==> config.mk <==
export PLATFORM = sky130hd
export DESIGN_NAME = dpram_port_scheduler
export DESIGN_NICKNAME = d
export VERILOG_FILES = /design/src/rtl/dpram_port_scheduler.sv
export SDC_FILE = /design/constraint.sdc
export NUM_CORES = 1
export LEC_CHECK = 0
export BUFFER_PORTS_ARGS = -buffer_cell sky130_fd_sc_hd__buf_2
export CORE_UTILIZATION = 45
export CTS_BUF_LIST = sky130_fd_sc_hd__clkbuf_4 sky130_fd_sc_hd__clkbuf_8
export CTS_CLUSTER_SIZE = 8
export DETAILED_ROUTE_END_ITERATION = 8
export GPL_TIMING_DRIVEN = 1
export PLACE_DENSITY_LB_ADDON = 0.08
export SYNTH_ARGS = -nofsm -noshare
export SYNTH_HDL_FRONTEND = slang
export SYNTH_SLANG_ARGS = --single-unit
==> constraint.sdc <==
create_clock -name clk -period 5 [get_ports clk]
set_input_delay 0.25 -clock clk [delete_from_list [all_inputs] [get_ports clk]]
set_output_delay 0.25 -clock clk [all_outputs]
set_load 0.02 [all_outputs]
==> src/rtl/dpram_port_scheduler.sv <==
// Round-robin scheduler sharing one dual-port RAM among N_REQ requesters, two grants per cycle.
// Optional build macro SCHED_STATS_EN adds the saturating conflict_cnt output.
module dpram_port_scheduler #(
    parameter int N_REQ = 4,
    parameter int AW    = 4,
    parameter int DW    = 8
) (
    input  logic                 clk,
    input  logic                 reset,
    input  logic [N_REQ-1:0]     req_valid,
    input  logic [N_REQ-1:0]     req_we,
    input  logic [N_REQ*AW-1:0]  req_addr,
    input  logic [N_REQ*DW-1:0]  req_wdata,
    output logic [N_REQ-1:0]     req_ready,
    output logic [N_REQ-1:0]     rsp_valid,
    output logic [N_REQ*DW-1:0]  rsp_data,
    output logic [AW-1:0]        addr_a,
    output logic [AW-1:0]        addr_b,
    output logic                 read_a,
    output logic                 read_b,
    output logic                 write_a,
    output logic                 write_b,
    output logic [DW-1:0]        write_data_a,
    output logic [DW-1:0]        write_data_b,
    input  logic [DW-1:0]        read_data_a,
    input  logic [DW-1:0]        read_data_b
`ifdef SCHED_STATS_EN
    ,
    output logic [15:0]          conflict_cnt
`endif
);

    localparam int PW = $clog2(N_REQ);
    localparam logic [PW:0]   N_W  = (PW+1)'(N_REQ);
    localparam logic [PW-1:0] LAST = PW'(N_REQ - 1);

    logic [AW-1:0] addr_v  [N_REQ];
    logic [DW-1:0] wdata_v [N_REQ];

    logic [PW-1:0] rr_ptr;
    logic [PW-1:0] sel_a;
    logic [PW-1:0] sel_b;
    logic          found_a;
    logic          found_b;
`ifdef SCHED_STATS_EN
    logic          skipped;
`endif

    // Tags: stage 1 travels with the RAM strobes, stage 2 with the returning read data.
    logic [PW-1:0] tag_a;
    logic [PW-1:0] tag_b;
    logic [PW-1:0] tag2_a;
    logic [PW-1:0] tag2_b;
    logic          busy2_a;
    logic          busy2_b;

    for (genvar g = 0; g < N_REQ; g++) begin : g_unpack
        assign addr_v[g]  = req_addr[g*AW +: AW];
        assign wdata_v[g] = req_wdata[g*DW +: DW];
    end

    // Scan from rr_ptr; the first valid takes port A, the first non-conflicting later one takes B.
    always_comb begin
        logic [PW:0]   pos;
        logic [PW-1:0] idx;
        found_a = 1'b0;
        found_b = 1'b0;
        sel_a   = '0;
        sel_b   = '0;
        pos     = '0;
        idx     = '0;
`ifdef SCHED_STATS_EN
        skipped = 1'b0;
`endif
        for (int unsigned k = 0; k < N_REQ; k++) begin
            pos = {1'b0, rr_ptr} + (PW+1)'(k);
            if (pos >= N_W) begin
                pos = pos - N_W;
            end
            idx = pos[PW-1:0];
            if (req_valid[idx]) begin
                if (!found_a) begin
                    found_a = 1'b1;
                    sel_a   = idx;
                end else if (!found_b) begin
                    if (addr_v[idx] == addr_v[sel_a] && (req_we[idx] || req_we[sel_a])) begin
`ifdef SCHED_STATS_EN
                        skipped = 1'b1;
`endif
                    end else begin
                        found_b = 1'b1;
                        sel_b   = idx;
                    end
                end
            end
        end
    end

    for (genvar g = 0; g < N_REQ; g++) begin : g_out
        assign req_ready[g] = !reset && ((found_a && sel_a == PW'(g)) || (found_b && sel_b == PW'(g)));
        assign rsp_valid[g] = (busy2_a && tag2_a == PW'(g)) || (busy2_b && tag2_b == PW'(g));
        assign rsp_data[g*DW +: DW] = (busy2_a && tag2_a == PW'(g)) ? read_data_a :
                                      (busy2_b && tag2_b == PW'(g)) ? read_data_b : '0;
    end

    always_ff @(posedge clk) begin
        if (reset) begin
            rr_ptr       <= '0;
            read_a       <= 1'b0;
            read_b       <= 1'b0;
            write_a      <= 1'b0;
            write_b      <= 1'b0;
            addr_a       <= '0;
            addr_b       <= '0;
            write_data_a <= '0;
            write_data_b <= '0;
            tag_a        <= '0;
            tag_b        <= '0;
            tag2_a       <= '0;
            tag2_b       <= '0;
            busy2_a      <= 1'b0;
            busy2_b      <= 1'b0;
        end else begin
            read_a  <= found_a && !req_we[sel_a];
            write_a <= found_a && req_we[sel_a];
            read_b  <= found_b && !req_we[sel_b];
            write_b <= found_b && req_we[sel_b];
            if (found_a) begin
                addr_a       <= addr_v[sel_a];
                write_data_a <= wdata_v[sel_a];
                tag_a        <= sel_a;
                rr_ptr       <= (sel_a == LAST) ? '0 : sel_a + 1'b1;
            end
            if (found_b) begin
                addr_b       <= addr_v[sel_b];
                write_data_b <= wdata_v[sel_b];
                tag_b        <= sel_b;
            end
            busy2_a <= read_a;
            busy2_b <= read_b;
            tag2_a  <= tag_a;
            tag2_b  <= tag_b;
        end
    end

`ifdef SCHED_STATS_EN
    always_ff @(posedge clk) begin
        if (reset) begin
            conflict_cnt <= '0;
        end else if (skipped && conflict_cnt != '1) begin
            conflict_cnt <= conflict_cnt + 16'd1;
        end
    end
`endif

endmodule
==> reports/results.txt <==
The run finished with clean final reports. The fraction of layout instances using a drive strength above 1 works out to 0.281. For this design the static power due to leakage is 2.66 nW.

The tools report the initial core utilization as 0.464. The type of the most critical hold path is input port to flip-flop. After the first detailed-routing iteration, the DRC count stood at 578.

The clock drives 40 sinks. Before antenna repair, the detailed router went through 7 iterations. STA classifies the critical path startpoint as a flip-flop. Measured along the x axis, the die boundary spans 108 um. The later pin in the worst-skew pair is clocked with a latency of 310 ps.

The kind of end point of the critical path was an output port. Clock-pin slew was measured on the worst setup and hold paths at 80 ps. Walking the worst path, the cells encountered are mux4_2 -> ha_1 -> inv_1 -> mux4_2 -> xnor2_1 -> nand3_1 -> o31ai_2 -> buf_4 -> nor2_1 -> a21oi_1 -> o21a_4 -> o21ai_0 -> a21oi_1 -> buf_2. After detailed placement, the design holds a cell count of 884. In this run, synthesis inferred 0 flip-flops with an integrated enable. The total routing usage reported by global routing was 0.281. In this run the cell area of the synthesized design comes to 5050 um^2. Entering global routing, the biggest net connects 69 pins. The utilization after layout is 0.542.

Grouping stages by cell kind, the critical path spends the most delay in compound AO/OA/AOI/OAI gates. Buffers inserted during clock tree synthesis total 5. Compared with the post-synthesis result, the final layout area differs by 16.7%.

The largest fanout of any net on the critical path was 16. For the antenna diode count, the log shows 0. In this run the tool buffered the top-level ports with 141 buffer cells.

In the synthesized netlist, the number of instances is 651. The hold buffer count at cts is 0, and the mean instance size in the synthesized netlist is 7.76 um^2. For the number of endpoints with negative hold slack in the final report, the log shows 0. In this run the number of H-tree levels came out at 2.

In the final routed layout, each cell accounts on average for 18.6 um. After detailed routing, the total wire length is 16600 um. The worst path needs 4570 ps of the cycle, external delays included.

The setup path with the least slack is of type flip-flop to output port. The net count after synthesis is 730. Data on the critical path is required at its endpoint by 4750 ps. The total power density per cell area was 643 nW/um^2.

The total area inside the core boundary comes to 10900 um^2. The run gives 11700 um^2 as the area enclosed by the die boundary. The final setup violation count came out at 0. Counting along the longest clock path gives a buffer depth of 2.

The run gives 0.256 as the remaining max-slew budget at the tightest pin. The total of fill cells in the finished design came out at 1016. Once detail routing completed, the nets flagged for antenna violations numbered 0. The async set-reset flop share out of synthesis was 0; the final worst clock skew was 15.1 ps. The remaining design rule violation count was 0; the sum of negative setup slack was 0 ps.

Pin placement for this block handled 142 I/O pins. The number of standard-cell rows in the floorplan is 38. Among all flip-flop cells after synthesis, the most frequent one is sky130_fd_sc_hd__dfxtp_1. STA puts the critical path data arrival time at 4320 ps. Setup repair after global routing left no endpoint under its margin. The reported max-cap violation count was 0. Master of the slowest instance on the critical path: sky130_fd_sc_hd__mux4_2. Counting both buffers and inverters, the worst setup path holds a total of 3. The detailed router placed 5621 vias in this run. The count of nets after finishing was 830; the actual slew at the worst max-slew pin was 1110 ps. The final worst-path cycle share was 0.913.

The vertical extent of the die was 108 um; the global-route wire length before repair was 25900 um. CTS root buffer: sky130_fd_sc_hd__clkbuf_8. The final max-slew violation count came out at 0.

The initial antenna violation count was 0; the number of global-route vias before repair was 4966. The congestion estimate from routability-driven global placement came to 0.943. Based on the critical path, the design can be clocked at up to 219 MHz. In the routed layout, each cell is associated on average with a via count of 6.30. The placed wire-length estimate came out at 11900 um. Counting flops and latches in the post-synthesis netlist gives 40. The largest single stage delay on the critical path is 590 ps. The sequential cell area fraction in the yosys report was 0.158. After the flow finishes, the layout carries non-filler instances totaling 892. Global routing finished with a remaining overflow of 0. The run gives 62 as the number of distinct library cells after synthesis.

TritonCTS built the clock tree. Yosys printed 0 warnings. The tools report the maximum vdd drop as 371 uV.
## synthesized netlist by cell type (all sizes together) (4+ instances only)
library cell   n  area [um^2]
nor3          52          260
a22o          32          280
o211ai         4         43.8
inv           12         45.0
a21oi         27          135
nand2         26          103
nor2b         16          100
nand3          5         25.0
o22ai          6         37.5
o21ai         39          218
and3           8         50.1
mux4          18          405
a211oi        24          185
a311oi        12          111
a221o          4         40.0
ha             5         62.6
nand4         23          144
mux2           7         78.8
mux2i         83          831
nand2b         6         37.5
dfxtp         40          801
buf           27          155
xnor2          7         61.3
clkbuf        36          135
a22oi          4         30.0
nor2          86          323
## placed cells by master, fill, tap and decap left out, drive strengths merged, types with 4 or more instances in the layout
cell type  netlist  final
a211oi          24     24
a21oi           27     27
a221o            4      4
a22o            32     32
a22oi            4      4
a311oi          12     12
and3             8      8
buf             27    156
clkbuf          36      6
dfxtp           40     40
ha               5      5
inv             12     12
mux2             7      7
mux2i           83     83
mux4            18     18
nand2           26     26
nand2b           6      6
nand3            5      5
nand4           23     23
nor2            86     86
nor2b           16     16
nor3            52     52
o211ai           4      4
o21ai           39     39
o22ai            6      6
xnor2            7      7
## power breakdown
part	internal (mW)	switching (mW)
clock	0.164	0.129
combinational	1.16	1.81
sequential	0.451	0.0853
total	1.77	2.02
## worst register-to-register path: stages, from the launching register on
cell,delay (ps)
sky130_fd_sc_hd__dfxtp_2,450
sky130_fd_sc_hd__buf_6,330
sky130_fd_sc_hd__ha_1,380
sky130_fd_sc_hd__inv_1,190
sky130_fd_sc_hd__or2_1,290
sky130_fd_sc_hd__o211ai_4,310
sky130_fd_sc_hd__mux2i_1,270
sky130_fd_sc_hd__xor2_1,200
sky130_fd_sc_hd__nand3_1,120
sky130_fd_sc_hd__o21ai_2,220
sky130_fd_sc_hd__a21o_1,290
sky130_fd_sc_hd__buf_4,430
sky130_fd_sc_hd__mux2i_1,240
sky130_fd_sc_hd__nand4_1,140
sky130_fd_sc_hd__a311oi_1,350
## state kept, by name, indices dropped and copies added, names as in the netlist
register	count
write_data_a	8
read_a	1
tag_a	2
tag_b	2
write_a	1
busy2_b	1
tag2_b	2
addr_b	4
write_b	1
read_b	1
rr_ptr	2
busy2_a	1
addr_a	4
write_data_b	8
tag2_a	2
## through the flow
step | power (mW) | hold WS, ps | worst slack [ps] | instance area (um^2)
after CTS | 3.75 | 264 | 328 | 5890
after global routing | 4.08 | 285 | 57.4 | 5900
after global placement | 3.40 | 423 | 742 | 5770
after detailed placement | 3.45 | 424 | 653 | 5770
after floorplan | 2.78 | 410 | 886 | 5050
final | 3.79 | 272 | 433 | 5900
## per-layer routing
layer / wire length, um / vias up / global-route usage
li1: - / 2673 / -
met1: 7610 / 2678 / 0.401
met5: 0 / - / 0
met2: 7590 / 253 / 0.453
met3: 1220 / 17 / 0.0398
met4: 170 / 0 / 0.0519
## layout make-up
type / instances / area (um^2) / share of cell area
multi-input combinational: 536 / 3930 / 0.667
timing repair buffer: 156 / 822 / 0.139
sequential: 40 / 802 / 0.136
tap: 140 / 175 / 0.0297
clock buffer: 6 / 82.6 / 0.0140
inverter: 12 / 45.0 / 0.00764
clock inverter: 2 / 38.8 / 0.00658
## logic make-up (layout without fill, tap and decap cells)
logic type | count (synthesis) | in the layout | synth area share
buf+inv | 75 | 176 | 0.0663
compound gates | 170 | 170 | 0.247
flops | 40 | 40 | 0.158
simple gates | 243 | 243 | 0.238
mux | 108 | 108 | 0.260
xor+xnor | 9 | 9 | 0.0156
fa+ha+maj | 6 | 6 | 0.0144
## path summary, 6_finish.rpt
| path | from | end | slack [ps] | depth (start not counted) |
|---|---|---|---|---|
| worst min-delay path | req_wdata[20] | write_data_a[4] | 270 | 3 |
| worst max-delay path | rr_ptr[0] | req_ready[0] | 430 | 14 |
| worst min register to register | tag_b[1] | tag2_b[1] | 430 | 2 |
| worst max register to register | rr_ptr[0] | write_data_b[6] | 710 | 14 |
## timing repair
action | CTS | global route
hold endpoints to repair | 0 | 0
resized for setup | 0 | 2
setup endpoints to repair | 0 | 2
buffers inserted | 0 | 0
Power figures use the tool's default switching activity.
